[config.mk]
export PLATFORM = sky130hd
export DESIGN_NAME = psum_writeback
export DESIGN_NICKNAME = d
export VERILOG_FILES = /design/src/rtl/psum_writeback.sv
export SDC_FILE = /design/constraint.sdc
export NUM_CORES = 1
export LEC_CHECK = 0
export CAP_MARGIN = 5
export CORE_MARGIN = 2
export CORE_UTILIZATION = 60
export CTS_CLUSTER_DIAMETER = 30
export DETAILED_ROUTE_END_ITERATION = 12
export MAX_ROUTING_LAYER = met4
export PLACE_DENSITY = 0.9
export SYNTH_ARGS = -nofsm -noshare
export SYNTH_HDL_FRONTEND = slang
export SYNTH_SLANG_ARGS = --single-unit
[constraint.sdc]
create_clock -name clk -period 10.2 [get_ports clk]
set_clock_uncertainty 0.05 [all_clocks]
set_input_delay 2.04 -clock clk [delete_from_list [all_inputs] [get_ports clk]]
set_output_delay 2.04 -clock clk [all_outputs]
set_load 0.02 [all_outputs]
[src/rtl/psum_writeback.sv]
// psum_writeback: packs the partial-sum pixel stream from the DSP chain tail into
// DATA_WIDTH words (lane 0 in the low bits), buffers them in a first-word-fall-through
// FIFO and streams them out with valid/ready. The final word of a layer carries m_last
// and done pulses once that word has left the FIFO.
// Build option: define PSUM_RELU_EN to clamp negative pixels to zero before packing.
module psum_writeback #(
    parameter int unsigned B_PIXEL    = 16,
    parameter int unsigned DATA_WIDTH = 64,
    parameter int unsigned B_COUNT    = 24,
    parameter int unsigned FIFO_AW    = 4
) (
    input  logic                  clk,
    input  logic                  rstn,
    input  logic                  start,
    input  logic [B_COUNT-1:0]    n_pixels,
    input  logic                  psum_valid,
    input  logic [B_PIXEL-1:0]    psum_i,
    output logic [DATA_WIDTH-1:0] m_data,
    output logic                  m_valid,
    input  logic                  m_ready,
    output logic                  m_last,
    output logic                  busy,
    output logic                  done,
    output logic                  overflow,
    output logic [FIFO_AW:0]      fifo_level
);

    localparam int unsigned LANES  = DATA_WIDTH / B_PIXEL;
    localparam int unsigned LANE_W = (LANES > 1) ? $clog2(LANES) : 1;
    localparam int unsigned DEPTH  = 1 << FIFO_AW;

    typedef enum logic [1:0] {StIdle, StCollect, StDrain, StDone} state_e;

    state_e state_q, state_d;

    // Layer bookkeeping and pack register
    logic [B_COUNT-1:0]    remaining_q, remaining_d;
    logic [LANE_W-1:0]     lane_cnt_q, lane_cnt_d;
    logic [DATA_WIDTH-1:0] pack_q, pack_d;
    logic                  overflow_q, overflow_d;

    // Datapath strobes
    logic                  start_accept;
    logic                  pix_accept;
    logic                  is_final_pix;
    logic                  push;
    logic                  push_last;
    logic [B_PIXEL-1:0]    pixel;
    logic [DATA_WIDTH-1:0] word;

    // FIFO storage: bit DATA_WIDTH is the last flag
    logic [DATA_WIDTH:0]   mem [DEPTH];
    logic [FIFO_AW-1:0]    wptr_q, wptr_d;
    logic [FIFO_AW-1:0]    rptr_q, rptr_d;
    logic [FIFO_AW:0]      count_q, count_d;
    logic                  fifo_full;
    logic                  fifo_empty;
    logic                  pop;
    logic                  wr_en;

    assign start_accept = (state_q == StIdle) && start;
    assign pix_accept   = (state_q == StCollect) && psum_valid;
    assign is_final_pix = (remaining_q == B_COUNT'(1));
    // A word leaves the pack register when its top lane fills or the layer's last pixel lands
    assign push         = pix_accept && ((lane_cnt_q == LANE_W'(LANES - 1)) || is_final_pix);
    assign push_last    = pix_accept && is_final_pix;

    assign fifo_full    = (count_q == (FIFO_AW + 1)'(DEPTH));
    assign fifo_empty   = (count_q == '0);
    assign pop          = !fifo_empty && m_ready;
    // When full, a push only lands if a pop frees a slot on the same edge
    assign wr_en        = push && (!fifo_full || pop);

    // Optional ReLU on the incoming pixel
    always_comb begin
`ifdef PSUM_RELU_EN
        pixel = psum_i[B_PIXEL-1] ? '0 : psum_i;
`else
        pixel = psum_i;
`endif
    end

    // Merge the incoming pixel into the current lane so a completed word is pushed this edge
    always_comb begin
        word = pack_q;
        for (int unsigned l = 0; l < LANES; l++) begin
            if (lane_cnt_q == LANE_W'(l)) begin
                word[l*B_PIXEL +: B_PIXEL] = pixel;
            end
        end
    end

    // Next-state for layer counters, pack register and sticky overflow
    always_comb begin
        remaining_d = remaining_q;
        lane_cnt_d  = lane_cnt_q;
        pack_d      = pack_q;
        overflow_d  = overflow_q;
        if (start_accept) begin
            remaining_d = n_pixels;
            lane_cnt_d  = '0;
            pack_d      = '0;
            overflow_d  = 1'b0;
        end else if (pix_accept) begin
            if (remaining_q != '0) begin
                remaining_d = remaining_q - B_COUNT'(1);
            end
            if (push) begin
                // Clearing here keeps unfilled lanes of a final partial word at zero
                lane_cnt_d = '0;
                pack_d     = '0;
            end else begin
                lane_cnt_d = lane_cnt_q + LANE_W'(1);
                pack_d     = word;
            end
        end
        if (push && fifo_full && !pop) begin
            overflow_d = 1'b1;
        end
    end

    // Layer counters and pack register
    always_ff @(posedge clk) begin
        if (!rstn) begin
            remaining_q <= '0;
            lane_cnt_q  <= '0;
            pack_q      <= '0;
            overflow_q  <= 1'b0;
        end else begin
            remaining_q <= remaining_d;
            lane_cnt_q  <= lane_cnt_d;
            pack_q      <= pack_d;
            overflow_q  <= overflow_d;
        end
    end

    // FIFO pointer and occupancy next-state
    always_comb begin
        wptr_d  = wptr_q;
        rptr_d  = rptr_q;
        count_d = count_q;
        if (wr_en) begin
            wptr_d = wptr_q + FIFO_AW'(1);
        end
        if (pop) begin
            rptr_d = rptr_q + FIFO_AW'(1);
        end
        unique case ({wr_en, pop})
            2'b10:   count_d = count_q + (FIFO_AW + 1)'(1);
            2'b01:   count_d = count_q - (FIFO_AW + 1)'(1);
            default: count_d = count_q;
        endcase
    end

    // FIFO pointers and occupancy
    always_ff @(posedge clk) begin
        if (!rstn) begin
            wptr_q  <= '0;
            rptr_q  <= '0;
            count_q <= '0;
        end else begin
            wptr_q  <= wptr_d;
            rptr_q  <= rptr_d;
            count_q <= count_d;
        end
    end

    // FIFO storage; contents are only observed through the empty-gated read port
    always_ff @(posedge clk) begin
        if (wr_en) begin
            mem[wptr_q] <= {push_last, word};
        end
    end

    // FSM state register
    always_ff @(posedge clk) begin
        if (!rstn) begin
            state_q <= StIdle;
        end else begin
            state_q <= state_d;
        end
    end

    // FSM next-state
    always_comb begin
        state_d = state_q;
        unique case (state_q)
            StIdle: begin
                if (start) begin
                    state_d = (n_pixels == '0) ? StDone : StCollect;
                end
            end
            StCollect: begin
                // Advances even if the final word was dropped on a full FIFO
                if (push_last) begin
                    state_d = StDrain;
                end
            end
            StDrain: begin
                if (fifo_empty || (pop && (count_q == (FIFO_AW + 1)'(1)))) begin
                    state_d = StDone;
                end
            end
            StDone: begin
                state_d = StIdle;
            end
            default: begin
                state_d = StIdle;
            end
        endcase
    end

    // FSM and FIFO-facing outputs
    always_comb begin
        busy       = (state_q != StIdle);
        done       = (state_q == StDone);
        overflow   = overflow_q;
        fifo_level = count_q;
        m_valid    = !fifo_empty;
        m_data     = fifo_empty ? '0 : mem[rptr_q][DATA_WIDTH-1:0];
        m_last     = !fifo_empty && mem[rptr_q][DATA_WIDTH];
    end

endmodule

== Word-level counts from Yosys, hierarchy flattened ==
Memories as Yosys holds them, arrays and structs flattened. A register that Yosys moved wholly into a read port is not among the register bits.
Index checks and enable logic that the tools add are counted.

* Bits in registers: 106
* Latch bits: 0
* Memories kept: 1
* ROM bits: 0
* Logic and storage cells: 81
* Bits in writable memories: 1040
* Input port bits: 45

{| class="wikitable"
|+ Memory list
! memory !! depth !! width !! rd ports !! clocked after Yosys merged registers in !! wr ports !! RTL line !! source
|-
| mem || 16 || 65 || 1 || 1 || 1 || 52 || <nowiki>logic [DATA_WIDTH:0] mem [DEPTH];</nowiki>
|}

* Add/subtract/negate cells: 6
* Divide/modulo/power cells: 0
* Multiply operators: 0
* Bitwise logic cells: 1
* Equal/unequal tests: 14
* Reduce and logical (&&, ||, !) cells: 29
* Magnitude comparators: 0
* Shift-type cells: 0
* Multiplexer cells: 22

{| class="wikitable"
|+ Operators with widths
! cell !! count
|-
| two-way mux 64 bit || 2
|-
| two-way mux 24 bit || 3
|-
| two-way mux 16 bit || 4
|-
| == test 24 x 1 -> 1 bit (second input constant) || 1
|-
| logical NOT 24 bit || 1
|-
| nonzero test 24 bit || 1
|-
| subtractor 24 x 1 -> 24 bit (second input constant) || 1
|-
| == test 2 bit (second input constant) || 5
|-
| logical AND 1 bit || 10
|-
| two-way mux 2 bit || 5
|-
| one-hot mux 5 bit (2 select lines) || 1
|-
| nonzero test 2 bit || 5
|-
| adder 4 x 1 -> 4 bit (second input constant) || 2
|-
| two-way mux 4 bit || 2
|-
| one-hot mux 2 bit (4 select lines) || 1
|-
| == test 2 x 1 -> 1 bit (second input constant) || 3
|-
| inequality test 2 bit (second input constant) || 3
|-
| adder 5 x 1 -> 5 bit (second input constant) || 1
|-
| == test 5 x 1 -> 1 bit (second input constant) || 1
|-
| == test 5 bit (second input constant) || 1
|-
| logical NOT 5 bit || 1
|-
| subtractor 5 x 1 -> 5 bit (second input constant) || 1
|-
| logical NOT 2 bit || 2
|-
| two-way mux 1 bit || 4
|-
| other kinds (7) || 11
|}

== Depth between registers and ports, before layout ==
* Depth in word-level cells: 7
* Gate-level depth with buffers: 11
* Depth with buffers taken out: 9

== Worst setup path before layout ==
No wires, ideal clock.

* Path type: input-to-reg
* Start: in psum_valid
* End: mem mem[0][0] (netlist name) (enable)
* Setup slack: 1.888 ns
* Buffers on the path: 1
* Library setup time: 0.568 ns
* Arrival time: 7.694 ns
* Stages: 7
* Path through: and2_1 > nand4b_1 > or4_4 > buf_6 > a21oi_4 > nand2_1 > nor3_1

* Longest elaborated chain between the ends: 5

{| class="wikitable"
|+ RTL lines
! item !! RTL line !! source
|-
| start: declaration || 16 || <nowiki>input logic psum_valid,</nowiki>
|-
| logical AND 1 bit || 62 || <nowiki>assign pix_accept = (state_q == StCollect) && psum_valid;</nowiki>
|-
| logical AND 1 bit || 65 || <nowiki>assign push = pix_accept && ((lane_cnt_q == LANE_W'(LANES - 1)) || is_final_pix);</nowiki>
|-
| logical AND 1 bit || 72 || <nowiki>assign wr_en = push && (!fifo_full || pop);</nowiki>
|-
| two-way mux 1 bit || 170 || <nowiki>if (wr_en) begin</nowiki>
|-
| two-way mux 1 bit (not written as such) || 171 || <nowiki>mem[wptr_q] <= {push_last, word};</nowiki>
|-
| end: declaration || 52 ||
|}

Every way passes these cells.

==> flow_summary.yaml <==
setup_path:
  required_ps: 8110
  worstPathMaxFanout: 56
  cpMaxStageDelayCell: "dfxtp_4"
  end_kind: "primary output"
  crit_type: "reg -> out"
  path_cells: "buf_4, mux4_2, mux4_2, and2_1, clkdlybuf4s50_1"
  crit_path_frequent_cell: "mux4_2"
  startpoint_type: "flop"
  max_stage_delay_ps: 990
  path_buf_inv: 2
  cp.arrival_ps: 4680
  crit_family: "buffers and inverters"
routing:
  via_per_inst: 7.09
  drt-initial-drc-count: 3774
  via_count: 24408
  detail_route.wl_per_cell_um: 35.5
  dr.pass1.iters: 8
  wirelength_um: 122000
  drc_errors: 0
  drtAntennaViolNets: 0
layout:
  fin_cells: 3441
  syn2layout_area_growth_pct: 17.8
  final_util: 0.711
  nFillCells: 3738
  drive_above_1_share: 0.301
  nets: 2388
synthesis:
  syn_area_mm2: 0.0448
  synth_fp_nets: 2186
  yosys-top-cells-count: "edfxtp_1, mux4_2, dfxtp_1, nor2_1"
  synth_top_area_frac: 0.697
  synth.most_common_cell: "edfxtp_1"
  yosys_register_bits: 1150
  synthCells: 2120
  synth_edf_count: 1040
  synthArstFlopShare: 0
  yosysWarningCount: 0
  yosys.area.top_type: "edfxtp_1"
  ys_top_cells_by_area: "edfxtp_1, mux4_2, dfxtp_1, mux2_2, and2_1"
  synth.distinct_cells: 49
  syn_avg_cell_area_um2: 21.1
  ys_seq_area_frac: 0.747
  synth_ff_type: "edfxtp_1"
power:
  p_int_mw: 9.96
  switchingPower_mw: 4.03
  ir_drop_mv: 0.210
  power_leakage_nw: 16.3
  sequentialPowerShare: 0.382
  clkPwrFrac: 0.409
  combPwrFrac: 0.209
  p_sw_frac: 0.288
  powerDensity_mw_per_mm2: 265
sta:
  worst_pin_slew_ps: 1270
  slew_viol_final: 0
  tns_ps: 0
  fin_crit_sh: 0.664
  finalSetupViolCount: 0
  slew_headroom: 0.151
  rsz0062_at_grt: "no"
  hold_violations: 0
  max_freq_mhz: 148
  fin_ws_ps: 3430
  finalCriticalPeriod_ps: 6770
cts:
  clockBufferDepth: 3
  clock_latency_ps: 760
  cts_root_buffer: "clkbuf_16"
  ctsResizeCount: 0
  cts_tree: "built"
  hold_buffers: 0
  cts_setup_buffers: 0
  clk_pin_slew_ps: 50
  cts.sinks: 1150
  htreeDepth: 4
  cts_buffers: 159
floorplanning:
  die_w_um: 277
  dieArea_mm2: 0.0768
  boundaryPins: 119
  core_mm2: 0.0742
  rows: 100
  die_y_um: 277
  start_util: 0.604
placed_design:
  dp_cells: 3130
  portBuffers: 118
  place_congestion: 0.832
  pre_cts_ws_ps: 3990
  dp_hpwl_um: 54400
grt:
  grt_pass1_wl_um: 177000
  antenna_found_initial: 9
  grt_pass1_vias: 25251
  grt_max_degree: 168
  grt_usage: 0.334
  grt-ovfl-total: 0
status:
  outcome: "finished, final reports clean"
min_path:
  hold_class: "reg -> reg"
job:
  maxCapViolations: 0
power groups by stage:
stage | Sequential (mW) | Combinational [mW] | Clock, mW
after floorplan | 5.35 | 1.92 | 0
after global placement | 5.43 | 2.77 | 0
after detailed placement | 5.43 | 2.83 | 0
after CTS | 5.34 | 2.93 | 5.74
after global routing | 5.35 | 3.05 | 5.92
final | 5.34 | 2.93 | 5.72
logic make-up (layout without fill, tap and decap cells):
logic type / count (synthesis) / count (layout) / share of synthesized area
muxes: 396 / 396 / 0.181
buffers and inverters: 130 / 468 / 0.0112
other: 0 / 14 / 0
AOI/OAI and AO/OA: 117 / 117 / 0.0171
adders and majority gates: 21 / 21 / 0.00587
and+or+nand+nor: 279 / 279 / 0.0329
DFF: 1150 / 1150 / 0.747
xor gates and xnor gates: 27 / 27 / 0.00528
sequential cells by signal (all words and copies together) (netlist names), named ones only:
signal and count:
wptr_q 4, lane_cnt_q 2, pack_q 64, mem 1040
fifo_level 5, rptr_q 4, remaining_q 24, overflow 1
state_q 2
path summary, 6_finish.rpt:
| kind | from | depth (start not counted) | to | slack, ps |
|---|---|---|---|---|
| max | flop | 5 | m_data[22] | 3430 |
| min | pack_q[59]$_SDFFE_PP0P_ | 1 | pack_q[59]$_SDFFE_PP0P_ | 410 |
| max reg2reg | remaining_q[2]$_SDFFE_PN0P_ | 7 | mem[6][35]$_DFFE_PP_ | 5600 |
| min reg2reg | pack_q[59]$_SDFFE_PP0P_ | 1 | pack_q[59]$_SDFFE_PP0P_ | 410 |
through the flow:
stage | total power [mW] | cell area, µm² | hold WS [ps]
after detailed placement | 8.27 | 47200 | 395
after global placement | 8.20 | 47200 | 388
final | 14.0 | 52800 | 410
after floorplan | 7.27 | 44800 | 376
after global routing | 14.3 | 52800 | 426
after CTS | 14.0 | 52700 | 411
area by class of cell:
cell class	instances	area [µm²]	share of cell area
diodes	14	35.0	0.000664
clock buffers	177	4080	0.0773
clock inverters	120	1460	0.0277
inverters	13	50.0	0.000949
multi-input cells	840	11000	0.208
flip-flops and latches	1150	33400	0.634
well taps	969	1210	0.0230
repair buffers	158	1510	0.0286
worst reg2reg max path, delay by kind of cell, from the launching register on:
kind,cells,cell delay [ps]
compound gates,1,290
simple gates,5,2690
buf+inv,1,810
flops,1,350
per-layer routing:
layer  track usage  up-vias  part of all wire
met5             -        -                 0
met4         0.149        0             0.042
met3        0.0877      354              0.13
met2         0.522     2274              0.50
met1         0.416    12511              0.33
li1              -     9269                 -
layout by cell type, fill, tap and decap left out, types with 38 or more instances in the layout:
cell type        netlist  layout
edfxtp_1            1040    1040
mux2_2                64      64
nor2_1                88      76
mux4_2               325     325
a22oi_1               50      50
dfxtp_1              110     106
clkdlybuf4s50_1        0     118
buf_4                  0      38
and2_1                83      83
clkbuf_16              0     159
No activity file was read; power rests on OpenSTA's default activity.
